==> config.mk <==
export PLATFORM = sky130hd
export DESIGN_NAME = serial_sub_ctrl
export DESIGN_NICKNAME = d
export VERILOG_FILES = /design/src/rtl/sub_pkg.sv /design/src/rtl/full_sub_insta.sv /design/src/rtl/serial_sub_ctrl.sv
export SDC_FILE = /design/constraint.sdc
export NUM_CORES = 1
export LEC_CHECK = 0
export CAP_MARGIN = 0
export CORE_MARGIN = 2
export CORE_UTILIZATION = 30
export DETAILED_ROUTE_END_ITERATION = 10
export PLACE_DENSITY_LB_ADDON = 0.15
export SLEW_MARGIN = 20
export SYNTH_ARGS = -nofsm -noshare
export SYNTH_HDL_FRONTEND = slang
export SYNTH_SLANG_ARGS = --single-unit
==> constraint.sdc <==
create_clock -name clk -period 3.4 [get_ports clk]
set_clock_uncertainty 0.1 [all_clocks]
set_input_delay 1.02 -clock clk [delete_from_list [all_inputs] [get_ports clk]]
set_output_delay 1.02 -clock clk [all_outputs]
set_load 0.1 [all_outputs]
==> src/rtl/sub_pkg.sv <==
// rtl/sub_pkg.sv - shared constants for the bit-serial subtraction controller
package sub_pkg;

    // Controller state encoding
    typedef enum logic [1:0] {
        ST_IDLE = 2'd0,
        ST_RUN  = 2'd1,
        ST_DONE = 2'd2
    } sub_state_e;

    // Legal operand width range for serial_sub_ctrl
    localparam int SUB_WIDTH_MIN = 2;
    localparam int SUB_WIDTH_MAX = 32;

    // Bit-counter width; callers stay inside the legal range so this is >= 1
    function automatic int sub_cnt_width(input int width);
        return (width <= 2) ? 1 : $clog2(width);
    endfunction

endpackage

==> src/rtl/full_sub_insta.sv <==
// rtl/full_sub_insta.sv - one-bit full-subtractor cell: D = A - B - C, BO = borrow out
module full_sub_insta (
    output logic D,
    output logic BO,
    input  logic A,
    input  logic B,
    input  logic C
);

    // Difference bit and borrow out of a single-bit subtraction
    always_comb begin
        D  = A ^ B ^ C;
        BO = (~A & B) | (~A & C) | (B & C);
    end

endmodule

==> src/rtl/serial_sub_ctrl.sv <==
// rtl/serial_sub_ctrl.sv - bit-serial A - B - bin controller around one full-subtractor cell
module serial_sub_ctrl
    import sub_pkg::*;
#(
    // Operand/result width, must lie in SUB_WIDTH_MIN..SUB_WIDTH_MAX
    parameter int WIDTH = 8
) (
    input  logic             clk,
    input  logic             rst,
    input  logic             start,
    input  logic [WIDTH-1:0] a,
    input  logic [WIDTH-1:0] b,
    input  logic             bin,
    output logic             ready,
    output logic             busy,
    output logic             done,
    output logic [WIDTH-1:0] diff,
    output logic             bout,
    output logic             ovf
);

    localparam int                CNT_W    = sub_cnt_width(WIDTH);
    localparam logic [CNT_W-1:0]  CNT_LAST = CNT_W'(WIDTH - 1);

    sub_state_e       state_q, state_d;

    logic [WIDTH-1:0] a_sh_q,   a_sh_d;
    logic [WIDTH-1:0] b_sh_q,   b_sh_d;
    logic [WIDTH-1:0] res_sh_q, res_sh_d;
    logic [WIDTH-1:0] diff_q,   diff_d;
    logic [CNT_W-1:0] cnt_q,    cnt_d;
    logic             borrow_q, borrow_d;
    logic             a_msb_q,  a_msb_d;
    logic             b_msb_q,  b_msb_d;
    logic             bout_q,   bout_d;
    logic             ovf_q,    ovf_d;

    logic             cell_d;
    logic             cell_bo;
    logic [WIDTH-1:0] res_shifted;
    logic             last_bit;

    // The single arithmetic element: current LSBs plus the fed-back borrow
    full_sub_insta u_cell (
        .D  (cell_d),
        .BO (cell_bo),
        .A  (a_sh_q[0]),
        .B  (b_sh_q[0]),
        .C  (borrow_q)
    );

    // Result register with the new difference bit entering at the MSB; after
    // WIDTH shifts the oldest (LSB) difference bit sits at bit 0
    assign res_shifted = WIDTH'({cell_d, res_sh_q} >> 1);
    assign last_bit    = (cnt_q == CNT_LAST);

    // State register; reset aborts any operation in flight
    always_ff @(posedge clk) begin
        if (rst) begin
            state_q <= ST_IDLE;
        end else begin
            state_q <= state_d;
        end
    end

    // Next-state: IDLE waits for start, RUN spends one edge per bit, DONE lasts one cycle
    always_comb begin
        state_d = state_q;
        case (state_q)
            ST_IDLE: if (start)    state_d = ST_RUN;
            ST_RUN:  if (last_bit) state_d = ST_DONE;
            ST_DONE:               state_d = ST_IDLE;
            default:               state_d = ST_IDLE;
        endcase
    end

    // Handshake outputs decoded directly from the state
    always_comb begin
        ready = 1'b0;
        busy  = 1'b0;
        done  = 1'b0;
        case (state_q)
            ST_IDLE: ready = 1'b1;
            ST_RUN:  busy  = 1'b1;
            ST_DONE: done  = 1'b1;
            default: ready = 1'b0;
        endcase
    end

    // Datapath next-state: capture on accept, shift one bit per RUN edge,
    // publish the result only on the final bit so diff never shows a partial value
    always_comb begin
        a_sh_d   = a_sh_q;
        b_sh_d   = b_sh_q;
        res_sh_d = res_sh_q;
        diff_d   = diff_q;
        cnt_d    = cnt_q;
        borrow_d = borrow_q;
        a_msb_d  = a_msb_q;
        b_msb_d  = b_msb_q;
        bout_d   = bout_q;
        ovf_d    = ovf_q;

        case (state_q)
            ST_IDLE: begin
                if (start) begin
                    a_sh_d   = a;
                    b_sh_d   = b;
                    borrow_d = bin;
                    cnt_d    = '0;
                    a_msb_d  = a[WIDTH-1];
                    b_msb_d  = b[WIDTH-1];
                end
            end
            ST_RUN: begin
                a_sh_d   = a_sh_q >> 1;
                b_sh_d   = b_sh_q >> 1;
                res_sh_d = res_shifted;
                borrow_d = cell_bo;
                if (last_bit) begin
                    // Counter parks at WIDTH-1 rather than wrapping
                    diff_d = res_shifted;
                    bout_d = cell_bo;
                    // Signed overflow: operands differ in sign and result sign differs from A
                    ovf_d  = (a_msb_q ^ b_msb_q) & (cell_d ^ a_msb_q);
                end else begin
                    cnt_d = cnt_q + CNT_W'(1);
                end
            end
            default: begin
                a_sh_d = a_sh_q;
            end
        endcase
    end

    // Datapath registers; all cleared by reset
    always_ff @(posedge clk) begin
        if (rst) begin
            a_sh_q   <= '0;
            b_sh_q   <= '0;
            res_sh_q <= '0;
            diff_q   <= '0;
            cnt_q    <= '0;
            borrow_q <= 1'b0;
            a_msb_q  <= 1'b0;
            b_msb_q  <= 1'b0;
            bout_q   <= 1'b0;
            ovf_q    <= 1'b0;
        end else begin
            a_sh_q   <= a_sh_d;
            b_sh_q   <= b_sh_d;
            res_sh_q <= res_sh_d;
            diff_q   <= diff_d;
            cnt_q    <= cnt_d;
            borrow_q <= borrow_d;
            a_msb_q  <= a_msb_d;
            b_msb_q  <= b_msb_d;
            bout_q   <= bout_d;
            ovf_q    <= ovf_d;
        end
    end

    assign diff = diff_q;
    assign bout = bout_q;
    assign ovf  = ovf_q;

endmodule

; After elaboration in Yosys (flattened, before gate mapping)
; Index checks and enable logic that the tools add are counted.
[word_totals]
register_bits = 42
input_bits = 20
output_inout_bits = 13
[op_classes]
addsub = 1
n_eq_ne = 6
mux = 15
n_bitwise = 11
n_reduce_logical = 7
[ops]
columns = operator, count
row1 = one-hot mux 8 bit (2 select lines), 2
row2 = 2-to-1 mux 8 bit, 2
row3 = AND reduction 2 bit, 4
row4 = 2-to-1 mux 3 bit, 2
row5 = "!= test 2 bit, second input constant", 3
row6 = one-hot mux 3 bit (2 select lines), 1
row7 = bitwise AND 1 bit, 4
row8 = 2-to-1 mux 1 bit, 4
row9 = 2-to-1 mux 2 bit, 2
row10 = one-hot mux 2 bit (2 select lines), 1
row11 = XOR 1 bit, 4
row12 = "adder 3 x 1 -> 3 bit, second input constant", 1
row13 = "equality test 3 bit, second input constant", 1
row14 = AND reduction 3 bit, 1
row15 = "equality test 2 x 1 -> 1 bit, second input constant", 1
row16 = "equality test 2 bit, second input constant", 1
row17 = logical NOT 2 bit, 1
row18 = bitwise OR 1 bit, 2
row19 = one-hot mux 1 bit (2 select lines), 1
row20 = nonzero test 2 bit, 1
row21 = NOT 1 bit, 1

; Longest topological paths before layout
[depth]
word_depth = 5
mapped_depth = 7

; Cells and area by module
; From an unflattened synthesis, not the netlist that was laid out.
[unflattened]
hier_cells = 193
hier_area_um2 = 1885.6
[modules_own_cells]
columns = module, n_inst, cells_per_inst, area_per_inst_um2
row1 = serial_sub_ctrl, 1, 190, 1858.0
row2 = full_sub_insta, 1, 3, 27.5

; Least setup slack after synthesis
; OpenSTA, ideal clock, no wires.
[synth_path]
path_type = register to output
start = reg state_q[0]
end = out done
t_arrival_ps = 1936
path_slack_ps = 344
path_stages_with_launch = 4
n_path_buf = 2
path_cell_list = dfxtp_1 buf_6 buf_6 nor2b_1
[synth_between]
elab_chain_len = 2
[synth_rtl]
columns = item, line
row1 = start: declaration, serial_sub_ctrl.sv:25  ; sub_state_e state_q, state_d;
row2 = start signal: assignment, serial_sub_ctrl.sv:62  ; state_q <= state_d;
row3 = equality test 2 bit, serial_sub_ctrl.sv:82  ; case (state_q)
row4 = 2-to-1 mux 1 bit, serial_sub_ctrl.sv:82
row5 = end: declaration, serial_sub_ctrl.sv:16  ; output logic done,
; No other way between the ends.

; Final worst setup path
[layout_path]
start = reg state_q[1]
end = out busy
[layout_between]
elab_chain_len = 2
[layout_rtl]
columns = item, line
row1 = equality test 2 x 1 -> 1 bit, serial_sub_ctrl.sv:82
row2 = 2-to-1 mux 1 bit, serial_sub_ctrl.sv:82
row3 = end: declaration, serial_sub_ctrl.sv:15  ; output logic busy,
; No other way between the ends.

==> results.json <==
{
  "hp-start": "diff[0]",
  "core_area_um2": 5850,
  "via_per_inst": 4.59,
  "reg2reg_from": "a_sh_q[0]",
  "grt_pass1_wl_mm": 5.81,
  "cts_made_buffers": 5,
  "gp_congestion": 0.698,
  "area_growth_syn_to_layout_pct": 22.6,
  "power_mw": 1.05,
  "syn_nets": 212,
  "grt.busiest_layer": "met2",
  "hold_viol": 0,
  "path_clk_slew_ps": 90,
  "min_path_type": "reg2reg",
  "worst_pin_slew_ps": 481,
  "cts_max_path_buffers": 2,
  "critPathBufInv": 2,
  "final_nets": 238,
  "h-tree-depth": 2,
  "drcViolationCount": 0,
  "syn-instance-count": 189,
  "synthFlopType": "dfxtp_1",
  "layout-drive-gt1-share": 0.162,
  "vias": 1335,
  "finalSetupTns_ps": 0,
  "hpwl_mm": 2.28,
  "regToRegSetupSlack_ps": 1560,
  "wirelength_mm": 3.44,
  "slew_headroom": 0.680,
  "utilization": 0.374,
  "max_cap_violations": 0,
  "yosysUniqueCellTypes": 32,
  "power.density_nw_per_um2": 478,
  "drtIter0Drc": 62,
  "cts_tree": "built",
  "start_util": 0.305,
  "worst-r2r-cell-count": 4,
  "drv_slew": 0,
  "die-height_um": 81.2,
  "gr-total-overflow": 0,
  "cts_setup_buffers": 0,
  "n_antenna_cell": 0,
  "path_cells": "nand2b_1 -> inv_2 -> buf_12",
  "wl_per_cell_um": 11.8,
  "critPathMaxFanout": 11,
  "antenna_found_initial": 0,
  "rsz0062_at_grt": "false",
  "required_ps": 2280,
  "status": "finished clean",
  "max_freq_mhz": 375,
  "holdPathStages": 2,
  "portBuffers": 32,
  "vdd_drop_max_mv": 0.173,
  "cp_slowest_cell": "dfxtp_1",
  "gr-usage-all-layers": 0.116,
  "met1_usage": 0.151,
  "post-route-period-util": 0.785,
  "boundaryPins": 33,
  "synth_edf_count": 0,
  "final_antenna_net_count": 0,
  "worstSkewPairLatency_ps": 290,
  "die_width_um": 81.2,
  "crit_type": "reg2out",
  "cts_resized": 0,
  "critPathMaxStageDelay_ps": 540,
  "dr.pass1.iters": 4,
  "setup_violations": 0,
  "cts-root-buf": "clkbuf_8",
  "clock_sinks": 41,
  "synth-seq-cells": 41,
  "dieArea_um2": 6590,
  "use_met2": 0.172,
  "end_kind": "output port",
  "grt_max_degree": 42,
  "worstHoldEndpoint": "diff[0]",
  "grt_pass1_vias": 1224,
  "num_rows": 28,
  "avgSynthCellArea_um2": 9.45,
  "synthesis.area_um2": 1790,
  "reg2reg_to": "ovf",
  "period_needed_ps": 2670,
  "hold_buffers": 0,
  "met3_usage": 0.0400,
  "critPathTopFamily": "flip-flops",
  "yosysWarnings": 0,
  "timing.hold.ws_ps": 357,
  "leakagePower_nw": 0.809,
  "cp-start-kind": "flop",
  "seq_area_frac_synth": 0.459,
  "async_flop_share": 0,
  "worstPathArrival_ps": 1550
}
## per-stage QoR
step | cell area, um^2 | cells | setup WS (ps)
after floorplan | 1790 | 189 | 344
after detailed placement | 2080 | 283 | 940
final | 2190 | 291 | 730
after global placement | 2080 | 283 | 931
after CTS | 2190 | 291 | 736
after global routing | 2190 | 291 | 635
## layout make-up
cell class,instances,area (um^2)
Clock buffer,5,68.8
Clock inverter,3,46.3
Fill cell,629,3660
Inverter,3,11.3
Multi-Input combinational cell,130,835
Sequential cell,41,821
Tap cell,75,93.8
Timing Repair Buffer,34,315
## tightest hold or removal path, stage by stage (launching register included)
cell	delay [ps]
dfxtp_1	320
nand2_1	50
a21oi_1	50
## per-layer routing
| metal | up-vias | part of all wire |
|---|---|---|
| met4 | 0 | 0.021 |
| met2 | 23 | 0.44 |
| met3 | 7 | 0.055 |
| li1 | 703 | - |
| met1 | 602 | 0.49 |
| met5 | - | 0 |
## synth_stat cells, types with 2 or more instances
| cell | count | area share |
|---|---|---|
| inv_1 | 2 | 0.0042 |
| nand3b_1 | 2 | 0.0084 |
| a211oi_2 | 5 | 0.035 |
| a21oi_1 | 14 | 0.039 |
| nand2_1 | 31 | 0.065 |
| dfxtp_1 | 41 | 0.46 |
| mux2i_1 | 18 | 0.10 |
| clkbuf_1 | 4 | 0.0084 |
| buf_6 | 6 | 0.038 |
| a31oi_1 | 3 | 0.011 |
| buf_1 | 2 | 0.0042 |
| a22oi_1 | 2 | 0.0084 |
| ha_1 | 2 | 0.014 |
| nand3_1 | 4 | 0.011 |
| nor2_1 | 25 | 0.053 |
| a211oi_1 | 12 | 0.050 |
## worst max path at each step
stage	start	end	cells after the start
floorplan	state_q[0]	done	3
global placement	start	b_msb_q	4
detailed placement	start	a_msb_q	4
CTS	state_q[1]	busy	3
global route	state_q[1]	busy	3
finish	state_q[1]	busy	3
## cells by family (layout without fill, tap and decap cells)
logic type / after synthesis / in the layout / synth area share
simple gates: 69 / 69 / 0.171
flops: 41 / 41 / 0.459
compound gates: 40 / 40 / 0.170
mux: 18 / 18 / 0.101
buf+inv: 18 / 45 / 0.0735
fa+ha+maj: 3 / 3 / 0.0252
## placed cells by master, fill, tap and decap left out
cell / synthesis / layout
fa_1: 1 / 1
a22oi_1: 2 / 2
o21bai_1: 1 / 1
clkinvlp_4: 0 / 1
nor3b_2: 1 / 1
dfxtp_1: 41 / 41
nand2_1: 31 / 31
clkinv_4: 0 / 1
nand2b_1: 1 / 1
a21oi_2: 1 / 1
nor2_1: 25 / 25
nor4b_1: 1 / 1
a31oi_1: 3 / 3
mux2i_1: 18 / 18
or3b_2: 1 / 1
inv_1: 2 / 2
nor3_1: 1 / 1
buf_12: 1 / 1
a211oi_2: 5 / 5
nand3_1: 4 / 4
and3b_4: 1 / 1
a311oi_2: 1 / 1
clkbuf_8: 0 / 5
o21ba_4: 1 / 1
inv_2: 1 / 1
a211oi_1: 12 / 12
ha_1: 2 / 2
bufinv_16: 0 / 1
nor2b_1: 1 / 1
a21oi_1: 14 / 14
buf_4: 0 / 14
clkdlybuf4s50_1: 0 / 19
nand3b_1: 2 / 2
## flip-flops by register name (all words and copies together) (netlist names)
name	flops
a_msb_q	1
a_sh_q	8
b_msb_q	1
b_sh_q	8
borrow_q	1
bout	1
cnt_q	3
diff	8
ovf	1
res_sh_q	7
state_q	2
## report_power, final
group | internal (mW) | switching (mW) | leakage, nW
sequential | 0.503 | 0.0148 | 0.336
clock | 0.220 | 0.180 | 0.0543
combinational | 0.0605 | 0.0696 | 0.420
Note: power is estimated with default switching activity, not from simulation.
